**src/rtl/fa_pkg.sv**
```systemverilog
// Shared definitions for the pipelined add/subtract unit: default geometry,
// operation encoding and the segment-count helper.
package fa_pkg;

    localparam int FA_DEF_WIDTH = 20;
    localparam int FA_DEF_SEG_W = 5;

    typedef enum logic {
        OP_ADD = 1'b0,
        OP_SUB = 1'b1
    } op_e;

    // Number of carry-chain segments (and therefore pipeline stages).
    function automatic int fa_nseg(input int width, input int seg_w);
        return width / seg_w;
    endfunction

endpackage

```
**src/rtl/FullAdder.sv**
```systemverilog
// Single-bit full adder cell shared by the arithmetic datapaths.
module FullAdder (
    input  logic a,
    input  logic b,
    input  logic cin,
    output logic sum,
    output logic cout
);

    assign sum  = a ^ b ^ cin;
    assign cout = (a & b) | (cin & (a ^ b));

endmodule

```
**src/rtl/fa_seg.sv**
```systemverilog
// One combinational segment of the carry chain: a SEG_W-bit ripple adder
// built from FullAdder cells.
module fa_seg
    import fa_pkg::*;
#(
    parameter int SEG_W = FA_DEF_SEG_W
) (
    input  logic [SEG_W-1:0] a_i,
    input  logic [SEG_W-1:0] b_i,
    input  logic             cin_i,
    output logic [SEG_W-1:0] sum_o,
    output logic             cout_o
);

    logic [SEG_W:0] carry;

    assign carry[0] = cin_i;

    for (genvar i = 0; i < SEG_W; i++) begin : g_bit
        FullAdder u_fa (
            .a    (a_i[i]),
            .b    (b_i[i]),
            .cin  (carry[i]),
            .sum  (sum_o[i]),
            .cout (carry[i+1])
        );
    end

    assign cout_o = carry[SEG_W];

endmodule

```
**src/rtl/fa_pipe_addsub.sv**
```systemverilog
// Pipelined unsigned add/subtract unit. The carry chain is cut into NSEG
// registered segments; every stage shifts together on a global advance and
// the final stage doubles as the output register.
// Optional feature: define FA_PIPE_ADDSUB_SAT_EN to saturate the result on
// overflow (all ones) or underflow (zero) instead of wrapping.
module fa_pipe_addsub
    import fa_pkg::*;
#(
    parameter int WIDTH = FA_DEF_WIDTH,
    parameter int SEG_W = FA_DEF_SEG_W
) (
    input  logic             clk,
    input  logic             rst,
    input  logic             in_valid,
    output logic             in_ready,
    input  logic [WIDTH-1:0] a,
    input  logic [WIDTH-1:0] b,
    input  logic             sub,
    output logic             out_valid,
    input  logic             out_ready,
    output logic [WIDTH-1:0] sum,
    output logic             cout,
    output logic             ovf
);

    localparam int NSEG = fa_nseg(WIDTH, SEG_W);
    localparam int LAST = NSEG - 1;

    if ((WIDTH % SEG_W) != 0 || WIDTH < SEG_W) begin : g_bad_cfg
        $error("fa_pipe_addsub: WIDTH must be a non-zero multiple of SEG_W");
    end

    // Stage k state after the edge that completed segment k. x holds the
    // finished low result bits followed by the still-unconsumed A bits; y
    // holds B, already inverted for subtract.
    logic             valid_q [NSEG];
    op_e              op_q    [NSEG];
    logic             carry_q [NSEG];
    logic [WIDTH-1:0] x_q     [NSEG];
    logic [WIDTH-1:0] y_q     [NSEG];
    logic             ovf_q;

    // Values presented to each stage's segment adder.
    logic             valid_d  [NSEG];
    op_e              op_d     [NSEG];
    logic             carry_in [NSEG];
    logic [WIDTH-1:0] x_in     [NSEG];
    logic [WIDTH-1:0] y_d      [NSEG];
    logic [SEG_W-1:0] seg_sum  [NSEG];
    logic             seg_cout [NSEG];

    logic [WIDTH-1:0] x_d [NSEG];
    logic             ovf_d;
    logic             advance;

    // The whole pipe moves unless a finished result is waiting on the consumer.
    assign advance  = !valid_q[LAST] || out_ready;
    assign in_ready = advance;

    for (genvar g = 0; g < NSEG; g++) begin : g_stage
        if (g == 0) begin : g_head
            assign valid_d[g]  = in_valid;
            assign op_d[g]     = op_e'(sub);
            assign carry_in[g] = sub;
            assign x_in[g]     = a;
            assign y_d[g]      = b ^ {WIDTH{sub}};
        end else begin : g_link
            assign valid_d[g]  = valid_q[g-1];
            assign op_d[g]     = op_q[g-1];
            assign carry_in[g] = carry_q[g-1];
            assign x_in[g]     = x_q[g-1];
            assign y_d[g]      = y_q[g-1];
        end

        fa_seg #(
            .SEG_W (SEG_W)
        ) u_seg (
            .a_i    (x_in[g][g*SEG_W +: SEG_W]),
            .b_i    (y_d[g][g*SEG_W +: SEG_W]),
            .cin_i  (carry_in[g]),
            .sum_o  (seg_sum[g]),
            .cout_o (seg_cout[g])
        );
    end

    // Merge each segment result into its word; flag and optionally saturate at the last stage.
    always_comb begin
        // NOTE: every output of this block is assigned before any condition so no latch is inferred.
        for (int k = 0; k < NSEG; k++) begin
            x_d[k]                     = x_in[k];
            x_d[k][k*SEG_W +: SEG_W]   = seg_sum[k];
        end
        ovf_d = (op_d[LAST] == OP_SUB) ? !seg_cout[LAST] : seg_cout[LAST];
`ifdef FA_PIPE_ADDSUB_SAT_EN
        if (ovf_d) begin
            x_d[LAST] = (op_d[LAST] == OP_SUB) ? '0 : '1;
        end
`endif
    end

    // Stage registers: cleared on reset, shift together on advance, hold on stall.
    always_ff @(posedge clk or posedge rst) begin
        if (rst) begin
            // NOTE: the stage arrays are pipeline state, not storage, so every entry is reset to drop in-flight beats.
            for (int k = 0; k < NSEG; k++) begin
                valid_q[k] <= 1'b0;
                op_q[k]    <= OP_ADD;
                carry_q[k] <= 1'b0;
                x_q[k]     <= '0;
                y_q[k]     <= '0;
            end
            ovf_q <= 1'b0;
        end else if (advance) begin
            // NOTE: non-blocking assignments let every stage read the pre-edge value of the one behind it.
            for (int k = 0; k < NSEG; k++) begin
                valid_q[k] <= valid_d[k];
                op_q[k]    <= op_d[k];
                carry_q[k] <= seg_cout[k];
                x_q[k]     <= x_d[k];
                y_q[k]     <= y_d[k];
            end
            ovf_q <= ovf_d;
        end
    end

    assign out_valid = valid_q[LAST];
    assign sum       = x_q[LAST];
    assign cout      = carry_q[LAST];
    assign ovf       = ovf_q;

endmodule

```
**config.mk**
```make
export PLATFORM = sky130hd
export DESIGN_NAME = fa_pipe_addsub
export DESIGN_NICKNAME = d
export VERILOG_FILES = /design/src/rtl/fa_pkg.sv /design/src/rtl/FullAdder.sv /design/src/rtl/fa_seg.sv /design/src/rtl/fa_pipe_addsub.sv
export SDC_FILE = /design/constraint.sdc
export NUM_CORES = 1
export LEC_CHECK = 0
export CELL_PAD_IN_SITES_DETAIL_PLACEMENT = 1
export CELL_PAD_IN_SITES_GLOBAL_PLACEMENT = 2
export CORE_ASPECT_RATIO = 0.7
export CORE_MARGIN = 1.5
export CORE_UTILIZATION = 41
export DETAILED_ROUTE_END_ITERATION = 16
export GPL_TIMING_DRIVEN = 1
export PLACE_DENSITY = 0.87
export RECOVER_POWER = 50
export SKIP_LAST_GASP = 1
export SLEW_MARGIN = 20
export SYNTH_ARGS = -nofsm -noshare
export SYNTH_HDL_FRONTEND = slang
export SYNTH_HIERARCHICAL = 1
export SYNTH_SLANG_ARGS = --single-unit
```
**constraint.sdc**
```tcl
create_clock -name clk -period 4.5 [get_ports clk]
set_input_delay 0.9 -clock clk [delete_from_list [all_inputs] [get_ports clk]]
set_output_delay 0.9 -clock clk [all_outputs]
set_load 0.01 [all_outputs]
```
**Yosys cells after proc, flatten, opt, wreduce, memory -nomap -nowiden**

Cells that the tools add are included.

- Bits in registers: 152
- Input port bits: 45
- Output and inout bits: 24

- Muxes and demuxes: 1
- Bitwise operators: 101
- Reductions and logical operators: 3

Operator list:

| kind | count |
|---|---|
| 1-bit bitwise AND | 40 |
| 1-bit bitwise XOR | 40 |
| 1-bit OR | 20 |
| 20-bit bitwise XOR | 1 |
| 1-bit logical NOT | 2 |
| 1-bit logical OR | 1 |
| 1-bit two-way mux | 1 |

**Longest topological paths before layout**

- Depth in word-level cells: 13
- Gate-level depth with buffers: 9

**By module**

The synthesis kept the hierarchy.

Modules (own cells, without submodules):

| module | instances | cells an instance | area an instance (µm²) |
|---|---|---|---|
| fa_pipe_addsub | 1 | 284 | 5018.6 |
| FullAdder | 20 | 1 | 20.0 |

**Worst setup path after synthesis**

No wires, ideal clock.

- Path kind: input -> register
- Start point: input port sub
- End point: register x_q (netlist bit x_d[44])
- Library setup time: 0.125 ns
- Arrival: 3.599 ns
- Required time: 4.375 ns
- Slack: 0.776 ns
- Cell stages on the path: 9
- Path buffers: 2
- Cell sequence: clkbuf_1 buf_2 xor2_1 fa_1 fa_1 fa_1 fa_1 fa_1 mux2_4

RTL lines:

| item | RTL line | text |
|---|---|---|
| from (decl) | fa_pipe_addsub.sv:18 | `input logic sub,` |
| to (signal, indexed assignment) | fa_pipe_addsub.sv:119 | `x_q[k] <= x_d[k];` |
| to (decl) | fa_pipe_addsub.sv:39 | `logic [WIDTH-1:0] x_q [NSEG];` |

==> impl_metrics.tcl <==
set metrics [dict create \
    drv_cap 2 \
    clock.fmax_mhz 275.3 \
    antenna-diode-count 0 \
    setup_viol 0 \
    numCtsBuffers 17 \
    vias 2646 \
    stdcell_area_sq_mm 0.006817 \
    syn_avg_cell_area_sq_um 17.83 \
    synthCells 304 \
    cts_num_sinks 122 \
    drt_iter0_drc 100 \
    final_common_cell "dfrtp_1" \
    cts-htree-levels 4 \
    rrSetupSlack_ns 1.43 \
    die_w_microns 140.4 \
    worst_pin_slew_ns 2.691 \
    hold-path-endpoint "out_valid" \
    grt_pass1_wl_microns 16290 \
    holdWs_ns 0.4641 \
    power_density_mw_per_mm2 741.1 \
    drive_gt1_share_pct 40.15 \
    dpl-instance-area_sq_mm 0.006207 \
    wl_per_cell_microns 17.20 \
    utilization_pct 53.95 \
    clk_pin_slew_ns 0.06 \
    gr-total-overflow 0 \
    drt-total-wl_microns 9513 \
    num-fill-cells 1165 \
    yosysSeqAreaShare_pct 56.34 \
    synth-seq-cells 122 \
    synth_nets 369 \
    totalNegativeSetupSlack_ns 0 \
    endpoint_kind "register" \
    outcome "finished with violations" \
    gp_congestion 0.7371 \
    slew_violations 131 \
    start_util_pct 42.89 \
    layout_min_cycle_time_ns 3.632 \
    slew_headroom_pct -79.43 \
    ios 69 \
    fin_worst_skew_ns 0.008793 \
    globalRouteTotalUtil_pct 15.44 \
    r2r_start "x_in[15]" \
    first_pass_iters 3 \
    syn_to_final_growth_pct 25.79 \
    layout.nets 443 \
    max-vdd-ir-drop_mv 0.3025 \
    die_h_microns 99.19 \
    multi_input_area_sq_mm 0.002222 \
    crit_required_ns 4.79 \
    final_cell_mix "dfrtp_1 (122), mux2_4 (68), clkdlybuf4s50_1 (56)" \
    cts_setup_buffers 0 \
    hold_viol 0 \
    cp-start-kind "input port" \
    vias_per_cell 4.785 \
    numPortBuffers 68 \
    fp.coreArea_sq_mm 0.01263 \
    grt_pass1_vias 3033 \
    dp_hpwl_microns 6101 \
    rsz0062_at_grt "false" \
    drc 0 \
    cts_tree "built" \
    timing.final.crit_share_pct 80.72 \
    clk-insertion-delay-late_ns 0.41 \
    cp.arrival_ns 3.92 \
    clk_path_buf_depth 2 \
    leakage_nw 3.053 \
    fp-row-count 34 \
    cts_root_buffer "clkbuf_16" \
    antenna_found_initial 0 \
    path_max_fanout 3 \
    r2r_end "ovf" \
    yosys_warnings 6 \
    synth_area_sq_mm 0.005419 \
    area.sequential_sq_mm 0.003053 \
    crit_type "in -> reg" \
    cts-hold-fix-buffers 0 \
    detail-route-antenna-nets 0 \
    hp-start "valid_d[0]" \
    cts_resized 0 \
    r2r_cells 7 \
    violations "max-capacitance violations, max-slew violations" \
    synth_cell_types 11 \
    hold_depth 1 \
    grt_max_degree 72 \
    die_area_sq_mm 0.01393 \
    worstHoldPathType "reg -> reg" \
]
==> report_power, final <==
part	internal (mW)	switching [mW]
Combinational	1.16	0.572
Sequential	1.60	0.322
Clock	0.889	0.508
Total	3.65	1.40
==> registers in the layout, summed over array words and instances (netlist names) <==
name and cells:
valid_d 3, cout 1, op_d 3, x_d 45, ovf 1, carry_in 3, sum 20, y_d 30
x_in 15, out_valid 1
==> cell type report <==
class / instances / area share [%]
tap: 162 / 2.974
clock inverter: 13 / 2.515
clock buffer: 19 / 6.498
sequential: 122 / 44.79
multi-input combinational: 164 / 32.60
inverter: 1 / 0.05507
timing repair buffer: 72 / 10.57
==> how the worst max path moves through the flow <==
stage | cells after the start | slack [ns] | to | startpoint
6_report | 8 | 0.87 | x_d[44] | sub
5_1_grt | 2 | 0.55 | sum[14] | rst
4_1_cts | 8 | 0.89 | x_d[44] | sub
3_5_place_dp | 8 | 0.45 | x_d[44] | sub
3_3_place_gp | 8 | 0.55 | x_d[44] | sub
2_1_floorplan | 1 | 0.36 | carry_in[0] | rst
==> worst max-delay path, stage by stage <==
cell             delay, ns
clkdlybuf4s50_1       0.49
xor2_1                0.22
fa_1                  0.43
fa_1                  0.40
fa_1                  0.39
fa_1                  0.39
fa_1                  0.44
mux2_4                0.26
==> cells in the mapped netlist <==
master	instances	area, sq um
nand2b_4	1	13.76
fa_1	20	400.4
clkbuf_1	1	3.750
mux2_4	68	1021
inv_1	1	3.750
mux2_2	53	596.8
dfrtp_1	122	3053
nand2b_1	1	6.260
xor2_1	21	183.9
buf_6	9	101.4
buf_2	7	35.03
==> layer usage <==
layer	GRT usage [%]	wire, microns
met3	5.681	368
met5	0	0
met1	20.90	4616
met2	22.96	4438
met4	5.506	90
==> logic make-up after synthesis <==
kind of cell | after synthesis | share of synthesized area [%]
adder cells (fa/ha/maj) | 20 | 7.389
AND/OR/NAND/NOR | 2 | 0.3694
buffers and inverters | 18 | 2.655
multiplexers | 121 | 29.85
XOR/XNOR | 21 | 3.394
flip-flops | 122 | 56.34
==> metrics by stage <==
step	worst slack, ns	power, mW	instances
floorplan	0.3575	3.162	304
global placement	0.5528	3.614	521
detailed placement	0.4499	3.704	521
CTS	0.8911	5.143	553
global route	0.5461	5.385	553
finish	0.8677	5.052	553
Note: power is estimated with default switching activity, not from simulation.
